<file path="config.mk">
export PLATFORM = sky130hd
export DESIGN_NAME = pool2x2_stream_flat
export DESIGN_NICKNAME = d
export VERILOG_FILES = /design/src/rtl/pool2x2_stream_if.sv /design/src/rtl/pool2x2_stream.sv /design/src/flat_wrapper.sv
export SDC_FILE = /design/constraint.sdc
export NUM_CORES = 1
export LEC_CHECK = 0
export ABC_AREA = 1
export ABC_CLOCK_PERIOD_IN_PS = 9210
export BUFFER_PORTS_ARGS = -buffer_cell sky130_fd_sc_hd__buf_2
export CORE_MARGIN = 1
export CORE_UTILIZATION = 30
export CTS_BUF_LIST = sky130_fd_sc_hd__clkbuf_8
export DETAILED_ROUTE_END_ITERATION = 8
export GPL_ROUTABILITY_DRIVEN = 0
export GPL_TIMING_DRIVEN = 0
export HOLD_SLACK_MARGIN = 0.12
export PLACE_DENSITY_LB_ADDON = 0.15
export SLEW_MARGIN = 20
export SYNTH_ARGS = -nofsm -noshare
export SYNTH_HDL_FRONTEND = slang
export SYNTH_SLANG_ARGS = --single-unit
export TNS_END_PERCENT = 5
</file>
<file path="constraint.sdc">
create_clock -name clk -period 9.21 [get_ports clk]
set_input_delay 2.763 -clock clk [delete_from_list [all_inputs] [get_ports clk]]
set_output_delay 2.763 -clock clk [all_outputs]
set_load 0.02 [all_outputs]
</file>
<file path="src/rtl/pool2x2_stream_if.sv">
// Stream bundle for the 2x2 pooling stage: pixel input side plus pooled output side.
// The pooling stage attaches through the slave modport; the pixel source uses master.
interface pool2x2_stream_if #(
    parameter int W = 9
);
    logic         mode;
    logic [W-1:0] din;
    logic         din_valid;
    logic [W-1:0] dout;
    logic         dout_valid;
    logic         frame_done;
    logic         busy;

    modport master (
        output mode, din, din_valid,
        input  dout, dout_valid, frame_done, busy
    );

    modport slave (
        input  mode, din, din_valid,
        output dout, dout_valid, frame_done, busy
    );
endinterface

</file>
<file path="src/rtl/pool2x2_stream.sv">
// Streaming 2x2 stride-2 max/average pooling over a raster-order pixel stream,
// using a half-width line buffer of horizontal pair results.
module pool2x2_stream #(
    parameter int W     = 9,
    parameter int IMG_W = 28,
    parameter int IMG_H = 28
) (
    input  logic            clk,
    input  logic            rst,
    input  logic            clear,
    pool2x2_stream_if.slave bus
);
    localparam int CW  = $clog2(IMG_W);
    localparam int RW  = $clog2(IMG_H);
    localparam int LBN = IMG_W / 2;
    localparam int LW  = (LBN > 1) ? $clog2(LBN) : 1;

    logic        [CW-1:0] r_col;
    logic        [RW-1:0] r_row;
    logic                 r_mode;
    logic                 r_busy;
    logic signed [W-1:0]  r_h;
    logic signed [W:0]    r_lb [0:(2**LW)-1];
    logic signed [W-1:0]  r_dout;
    logic                 r_dout_valid;
    logic                 r_frame_done;

    logic                 w_accept;
    logic signed [W-1:0]  w_din;
    logic                 w_col_last;
    logic                 w_row_last;
    logic        [LW-1:0] w_idx;
    logic signed [W:0]    w_stored;
    logic signed [W:0]    w_pair;
    logic signed [W+1:0]  w_vsum;
    logic signed [W-1:0]  w_res;

    assign w_accept   = bus.din_valid & ~clear;
    assign w_din      = bus.din;
    assign w_col_last = (r_col == CW'(IMG_W - 1));
    assign w_row_last = (r_row == RW'(IMG_H - 1));
    assign w_idx      = LW'(r_col >> 1);
    assign w_stored   = r_lb[w_idx];

    // The pair and vertical results use the latched mode, which is already valid
    // by the first odd column because it is captured at pixel (0,0).
    always_comb begin
        w_pair = '0;
        w_vsum = '0;
        w_res  = '0;
        if (r_mode)
            w_pair = {r_h[W-1], r_h} + {w_din[W-1], w_din};
        else
            w_pair = (r_h > w_din) ? {r_h[W-1], r_h} : {w_din[W-1], w_din};
        w_vsum = {w_stored[W], w_stored} + {w_pair[W], w_pair};
        if (r_mode)
            w_res = W'(w_vsum >>> 2);
        else
            w_res = (w_stored > w_pair) ? W'(w_stored) : W'(w_pair);
    end

    // Line buffer has no reset; every entry is rewritten on an even row before it is read.
    always_ff @(posedge clk) begin
        if (w_accept && r_col[0] && !r_row[0])
            r_lb[w_idx] <= w_pair;
    end

    always_ff @(posedge clk or negedge rst) begin
        if (!rst) begin
            r_col        <= '0;
            r_row        <= '0;
            r_mode       <= 1'b0;
            r_busy       <= 1'b0;
            r_h          <= '0;
            r_dout       <= '0;
            r_dout_valid <= 1'b0;
            r_frame_done <= 1'b0;
        end else if (clear) begin
            r_col        <= '0;
            r_row        <= '0;
            r_mode       <= 1'b0;
            r_busy       <= 1'b0;
            r_h          <= '0;
            r_dout       <= '0;
            r_dout_valid <= 1'b0;
            r_frame_done <= 1'b0;
        end else begin
            r_dout_valid <= 1'b0;
            r_frame_done <= 1'b0;
            if (bus.din_valid) begin
                if (r_col == '0 && r_row == '0) begin
                    r_mode <= bus.mode;
                    r_busy <= 1'b1;
                end
                if (!r_col[0])
                    r_h <= w_din;
                if (r_col[0] && r_row[0]) begin
                    r_dout       <= w_res;
                    r_dout_valid <= 1'b1;
                    r_frame_done <= w_col_last && w_row_last;
                end
                if (w_col_last) begin
                    r_col <= '0;
                    if (w_row_last) begin
                        r_row  <= '0;
                        r_busy <= 1'b0;
                    end else begin
                        r_row <= r_row + RW'(1);
                    end
                end else begin
                    r_col <= r_col + CW'(1);
                end
            end
        end
    end

    assign bus.dout       = r_dout;
    assign bus.dout_valid = r_dout_valid;
    assign bus.frame_done = r_frame_done;
    assign bus.busy       = r_busy;
endmodule

</file>
<file path="src/flat_wrapper.sv">
// flat-port wrapper written by rule: the top's interface ports become plain ports
module pool2x2_stream_flat 
#(
    parameter int W     = 9,
    parameter int IMG_W = 28,
    parameter int IMG_H = 28
)
  (clk, rst, clear, bus_mode, bus_din, bus_din_valid, bus_dout, bus_dout_valid, bus_frame_done, bus_busy);
  pool2x2_stream_if #(.W(W)) bus_i ();
  input  logic clk;
  input  logic rst;
  input  logic clear;
  input wire logic [$bits(bus_i.mode)-1:0] bus_mode;
  input wire logic [$bits(bus_i.din)-1:0] bus_din;
  input wire logic [$bits(bus_i.din_valid)-1:0] bus_din_valid;
  output wire logic [$bits(bus_i.dout)-1:0] bus_dout;
  output wire logic [$bits(bus_i.dout_valid)-1:0] bus_dout_valid;
  output wire logic [$bits(bus_i.frame_done)-1:0] bus_frame_done;
  output wire logic [$bits(bus_i.busy)-1:0] bus_busy;
  assign bus_i.mode = bus_mode;
  assign bus_i.din = bus_din;
  assign bus_i.din_valid = bus_din_valid;
  assign bus_dout = bus_i.dout;
  assign bus_dout_valid = bus_i.dout_valid;
  assign bus_frame_done = bus_i.frame_done;
  assign bus_busy = bus_i.busy;
  pool2x2_stream #(.W(W), .IMG_W(IMG_W), .IMG_H(IMG_H)) u_core (.clk(clk), .rst(rst), .clear(clear), .bus(bus_i));
endmodule
</file>
# After elaboration in Yosys (flattened, before gate mapping)
# Memory sizes are Yosys's and may differ from the RTL's.
# Cells that the tools add are included.
# Widths: inputs -> output; s select.
# totals
output_inout_bits	12
latch_bits	0
ram_bits	160
wordCells	69
mem_count	1
input_bits	14
regBits	32
mem_bits_ro	0
# classes
n_eq_ne	3
muxes	33
mul	0
addsub	4
n_lt_le_gt_ge	2
n_div	0
bitwise	2
reduce_logical	16
shifts	0
# memory_table
memory	depth	width	read_ports	rd_clocked_by_memory_dff	write_ports	line_no	text
u_core.r_lb	16	10	1	0	1	pool2x2_stream.sv:23	logic signed [W:0] r_lb [0:(2**LW)-1];
# op_table
op	count
$mux 9	8
$mux 5	7
$mux 10	2
$mux 1	16
$add 10x10->11	1
$add 5x1->5 const B	2
$add 9x9->10	1
$eq 5x5->1 const B	2
$gt 10x10->1	1
$logic_not 5->1	2
$gt 9x9->1	1
$reduce_and 2->1	4
$reduce_bool 2->1	4
$logic_and 1x1->1	5
$ne 2x2->1 const B	1
$and 1x1->1	1
$logic_not 1->1	1
$not 1->1	1

# Logic depth before layout (Yosys ltp)
# depth
ltp_word	9
mapped_depth	30
ltp_nobuf	30

# Worst setup path after synthesis
# Ideal clock, no wire load.
# synth_path
path_kind	input port to flip-flop
startpoint	input bus_din[4]
endpoint	register u_core.r_dout[1] (netlist: u_core.bus.dout[1])
t_required_ps	9093
path_stages	26
setup_ps	117
path_slack_ps	3604
arrival_time_ps	5489
n_path_buf	0
cell_sequence	inv_1 > ha_1 > nand2_1 > inv_1 > nand2_1 > nand2_1 > nand2_1 > nand4_1 > nand2_4 > nand2_4 > nand2_1 > nand3_1 > nand2_2 > inv_1 > ha_1 > nand2_1 > nor3_1 > nand4_1 > o21ai_0 > inv_1 > nand2_2 > inv_2 > a21oi_1 > nand2_1 > nand2_1 > nand2_1
# synth_between
elab_chain_cells	9
word_cells_on_any_way	11
cone_classes	2 x add/sub; 2 x order compare; 7 x mux
# synth_rtl
element	line_no	text
from (decl)	flat_wrapper.sv:14	input wire logic [$bits(bus_i.din)-1:0] bus_din;
$gt 9x9->1 (*)	pool2x2_stream.sv:54	w_pair = (r_h > w_din) ? {r_h[W-1], r_h} : {w_din[W-1], w_din};
$mux 10 (*)	pool2x2_stream.sv:54	
$mux 10 (*)	pool2x2_stream.sv:51	if (r_mode)
via u_core.w_pair[2]	pool2x2_stream.sv:34	logic signed [W:0] w_pair;
$gt 10x10->1	pool2x2_stream.sv:59	w_res = (w_stored > w_pair) ? W'(w_stored) : W'(w_pair);
$mux 9	pool2x2_stream.sv:59	
$mux 9 (*)	pool2x2_stream.sv:56	if (r_mode)
$mux 9 (*)	pool2x2_stream.sv:97	if (r_col[0] && r_row[0]) begin
$mux 9 (*)	pool2x2_stream.sv:90	if (bus.din_valid) begin
$mux 9 (*)	pool2x2_stream.sv:78	end else if (clear) begin
to (signal assigned)	pool2x2_stream.sv:98	r_dout <= w_res;
to (decl)	pool2x2_stream.sv:24	logic signed [W-1:0] r_dout;
# Mark *: on every way through the listed nets, which the timed path passes. The rest lies on a longest branch. The select of a mux whose other input is x is not followed.
# A chain may end at the register's enable or synchronous reset.

# Worst setup path after layout
# layout_path
startpoint	input bus_din[6]
endpoint	register u_core.r_dout[0] (netlist: u_core.bus.dout[0])
# layout_between
elab_chain_cells	9
word_cells_on_any_way	11
cone_classes	2 x add/sub; 2 x order compare; 7 x mux
# layout_rtl
element	line_no
$gt 9x9->1	pool2x2_stream.sv:54
$mux 10	pool2x2_stream.sv:54
$mux 10 (*)	pool2x2_stream.sv:51
via u_core.w_pair[8]	pool2x2_stream.sv:34
$gt 10x10->1 (*)	pool2x2_stream.sv:59
$mux 9 (*)	pool2x2_stream.sv:59
$mux 9 (*)	pool2x2_stream.sv:56
$mux 9 (*)	pool2x2_stream.sv:97
$mux 9 (*)	pool2x2_stream.sv:90
$mux 9 (*)	pool2x2_stream.sv:78
# Marked as above.

==> reports/qor.yml <==
status:
  status: "completed"
placed_design:
  placedCellCount: 1321
  pre_cts_slack_ps: 2390
  port_buffers: 25
  dpl.hpwl_microns: 18100
clock_tree:
  post-cts-setup-buffer-count: 0
  ctsHoldBuffers: 0
  cts_root_buf: "clkbuf_8"
  clockBufferDepth: 2
  cts_tree: "yes"
  clk_latency_ps: 470
  clkSlewWorstSetupHoldPaths_ps: 100
  htree_levels: 4
  cts_sinks: 192
  cts_resized: 0
  cts_buffers: 17
die:
  ioPinCount: 26
  core_sq_um: 30600
  start_util: 0.305
  rows: 64
  die_y_microns: 178
  die_width_microns: 178
  die_area_sq_um: 31800
synth:
  syn_area_sq_um: 9330
  yosys.area.top_type: "edfxtp_1"
  synth_cell_type_count: 47
  syn_nets: 957
  synth_edf_count: 160
  netlist_top_cells_count: "nand2_1, edfxtp_1, nor2_1, inv_1, nand3_1"
  syn_avg_cell_area_sq_um: 10.4
  synth_ff_type: "edfxtp_1"
  async_reset_ff_frac: 0.167
  synth.yosys.seq_area_share: 0.601
  synth.most_common_cell: "nand2_1"
  yosys_warnings: 0
  synth.top_cell.area_share: 0.515
  netlist_top_cells_area: "edfxtp_1, dfrtp_1, nand2_1"
  synthCells: 900
  synth_seq_cells: 192
setup_path:
  critical_path_arrival_ps: 6700
  endpoint_kind: "flop"
  worst-setup-path-type: "primary input to flop"
  reg2reg_to: "u_core.bus.dout[0]$_DFFE_PN0P_"
  r2r_slack_ps: 4870
  r2r-start: "u_core.r_h[6]$_DFFE_PN0P_"
  worstRegToRegCells: 21
  worst-path-max-fanout: 19
  start_kind: "primary input"
  cp-startpoint: "bus_din[6]"
  cp-endpoint: "u_core.bus.dout[0]$_DFFE_PN0P_"
  required_ps: 9580
route:
  antenna_left: 0
  num_vias: 6587
  routed_wl_microns: 26300
  drtPass1Iterations: 5
  vias_per_cell: 4.87
  drc: 0
  drt_iter0_markers: 481
  wl_per_cell_microns: 19.4
cells_and_area:
  instances_no_fill: 1353
  nets: 1001
  diodes: 0
  layout-drive-gt1-share: 0.117
  area_growth_pct: 11.3
global_route:
  grt_pass1_vias: 6313
  grt_pass1_wl_microns: 39500
  overflow: 0
  antenna_found_initial: 0
  grt_max_degree: 33
  grt_usage: 0.172
power:
  power_mw: 2.05
  powerDensity_nw_per_um2: 197
  power_leakage_nw: 4.20
  ir_drop_uv: 115
flow_run:
  drv_cap: 0
timing:
  clock_skew_ps: 24.2
  fin_ws_ps: 2880
  final.setup.tns_ps: 0
  relSlewSlack: 0.270
  fin_crit_sh: 0.688
  finalSetupViolCount: 0
  max_freq_ghz: 0.158
  maxSlewViolCount: 0
  worstMarginPinSlew_ps: 1090
  period_minus_slack_ps: 6330
  final_hold_viol_count: 0
  rsz0062_at_grt: "no"
worst_hold_path:
  min-delay-path-class: "flop to flop"
==> sequential cells by signal, indices dropped and copies added (netlist names) <==
signal	flops
u_core.bus.busy	1
u_core.bus.dout	9
u_core.bus.dout_valid	1
u_core.bus.frame_done	1
u_core.r_col	5
u_core.r_h	9
u_core.r_lb	160
u_core.r_mode	1
u_core.r_row	5
==> layout by cell type (no fill, tap or decap), types with 3 or more instances in the layout <==
cell type  instances
inv_1             80
clkbuf_8          17
nor3_1            10
o22ai_1            7
nand4_1            8
nand3_1           49
dfrtp_1           32
edfxtp_1         160
clkinv_4           3
inv_2              6
buf_6              3
buf_4              3
a22oi_1            8
clkbuf_1           5
ha_1              42
nor2_1           104
o21ai_1           26
nor4_1             5
a31oi_1            4
nand2_2            4
o21ai_0           33
o221ai_1          33
a21oi_1           37
nand2_1          184
nor2_2            17
buf_2             36
==> layout make-up <==
class / count / area (sq um)
clock buffer: 17 / 234
tap: 396 / 495
multi-input combinational: 596 / 3250
clock inverter: 15 / 181
timing repair buffer: 25 / 125
inverter: 85 / 319
buffer: 27 / 174
sequential: 192 / 5610
fill: 3164 / 20200
==> how the worst min path moves through the flow <==
stage	from	slack, ps	cells past startpoint	end
after floorplan	u_core.r_row[2]$_DFFE_PN0P_	480	1	u_core.bus.frame_done$_DFF_PN0_
after global placement	u_core.bus.dout[5]$_DFFE_PN0P_	460	2	u_core.bus.dout[5]$_DFFE_PN0P_
after detailed placement	u_core.bus.dout[5]$_DFFE_PN0P_	460	2	u_core.bus.dout[5]$_DFFE_PN0P_
after CTS	u_core.bus.dout[5]$_DFFE_PN0P_	490	2	u_core.bus.dout[5]$_DFFE_PN0P_
after global routing	u_core.bus.dout[3]$_DFFE_PN0P_	510	2	u_core.bus.dout[3]$_DFFE_PN0P_
final	u_core.bus.dout[5]$_DFFE_PN0P_	480	2	u_core.bus.dout[5]$_DFFE_PN0P_
==> per-layer routing <==
layer | global-route usage | up-vias | wire length [microns]
met1 | 0.250 | 3254 | 13100
met5 | 0 | - | 0
met4 | 0.0307 | 0 | 149
li1 | - | 3237 | -
met2 | 0.271 | 85 | 12200
met3 | 0.0281 | 11 | 850
==> metrics by stage <==
stage	hold WS, ps	util	cell area (sq um)
final	480	0.340	10400
after global routing	513	0.340	10400
after CTS	487	0.339	10400
after detailed placement	460	0.326	9960
after global placement	460	0.325	9950
after floorplan	476	-	9330
==> critical path, stage by stage <==
cell,delay [ps]
buf_2,110
inv_1,60
ha_1,420
nand2_1,100
nor2_2,170
nand3b_2,130
nand4_1,170
nand2_4,120
nand2_1,80
nand3_1,100
nand2_1,740
inv_1,110
ha_1,390
nand2_1,130
nor2_1,70
o211ai_1,90
nand4_1,120
nand2_2,250
inv_2,160
a21oi_1,180
nand2_1,70
nand2_1,90
nand2_1,50
==> kinds of logic (layout without fill, tap and decap cells) <==
| kind of cell | count (synthesis) | in the layout | share of synthesized area |
|---|---|---|---|
| fa+ha+maj | 43 | 43 | 0.0585 |
| xor+xnor | 4 | 4 | 0.00375 |
| compound gates | 160 | 160 | 0.107 |
| flops | 192 | 192 | 0.601 |
| simple gates | 389 | 389 | 0.177 |
| buf+inv | 112 | 169 | 0.0528 |
==> where the power goes <==
| part | internal [mW] | switching, mW | total (mW) |
|---|---|---|---|
| Clock | 0.250 | 0.336 | 0.587 |
| Sequential | 1.01 | 0.0107 | 1.02 |
| Combinational | 0.120 | 0.325 | 0.445 |
Power figures use the tool's default switching activity.
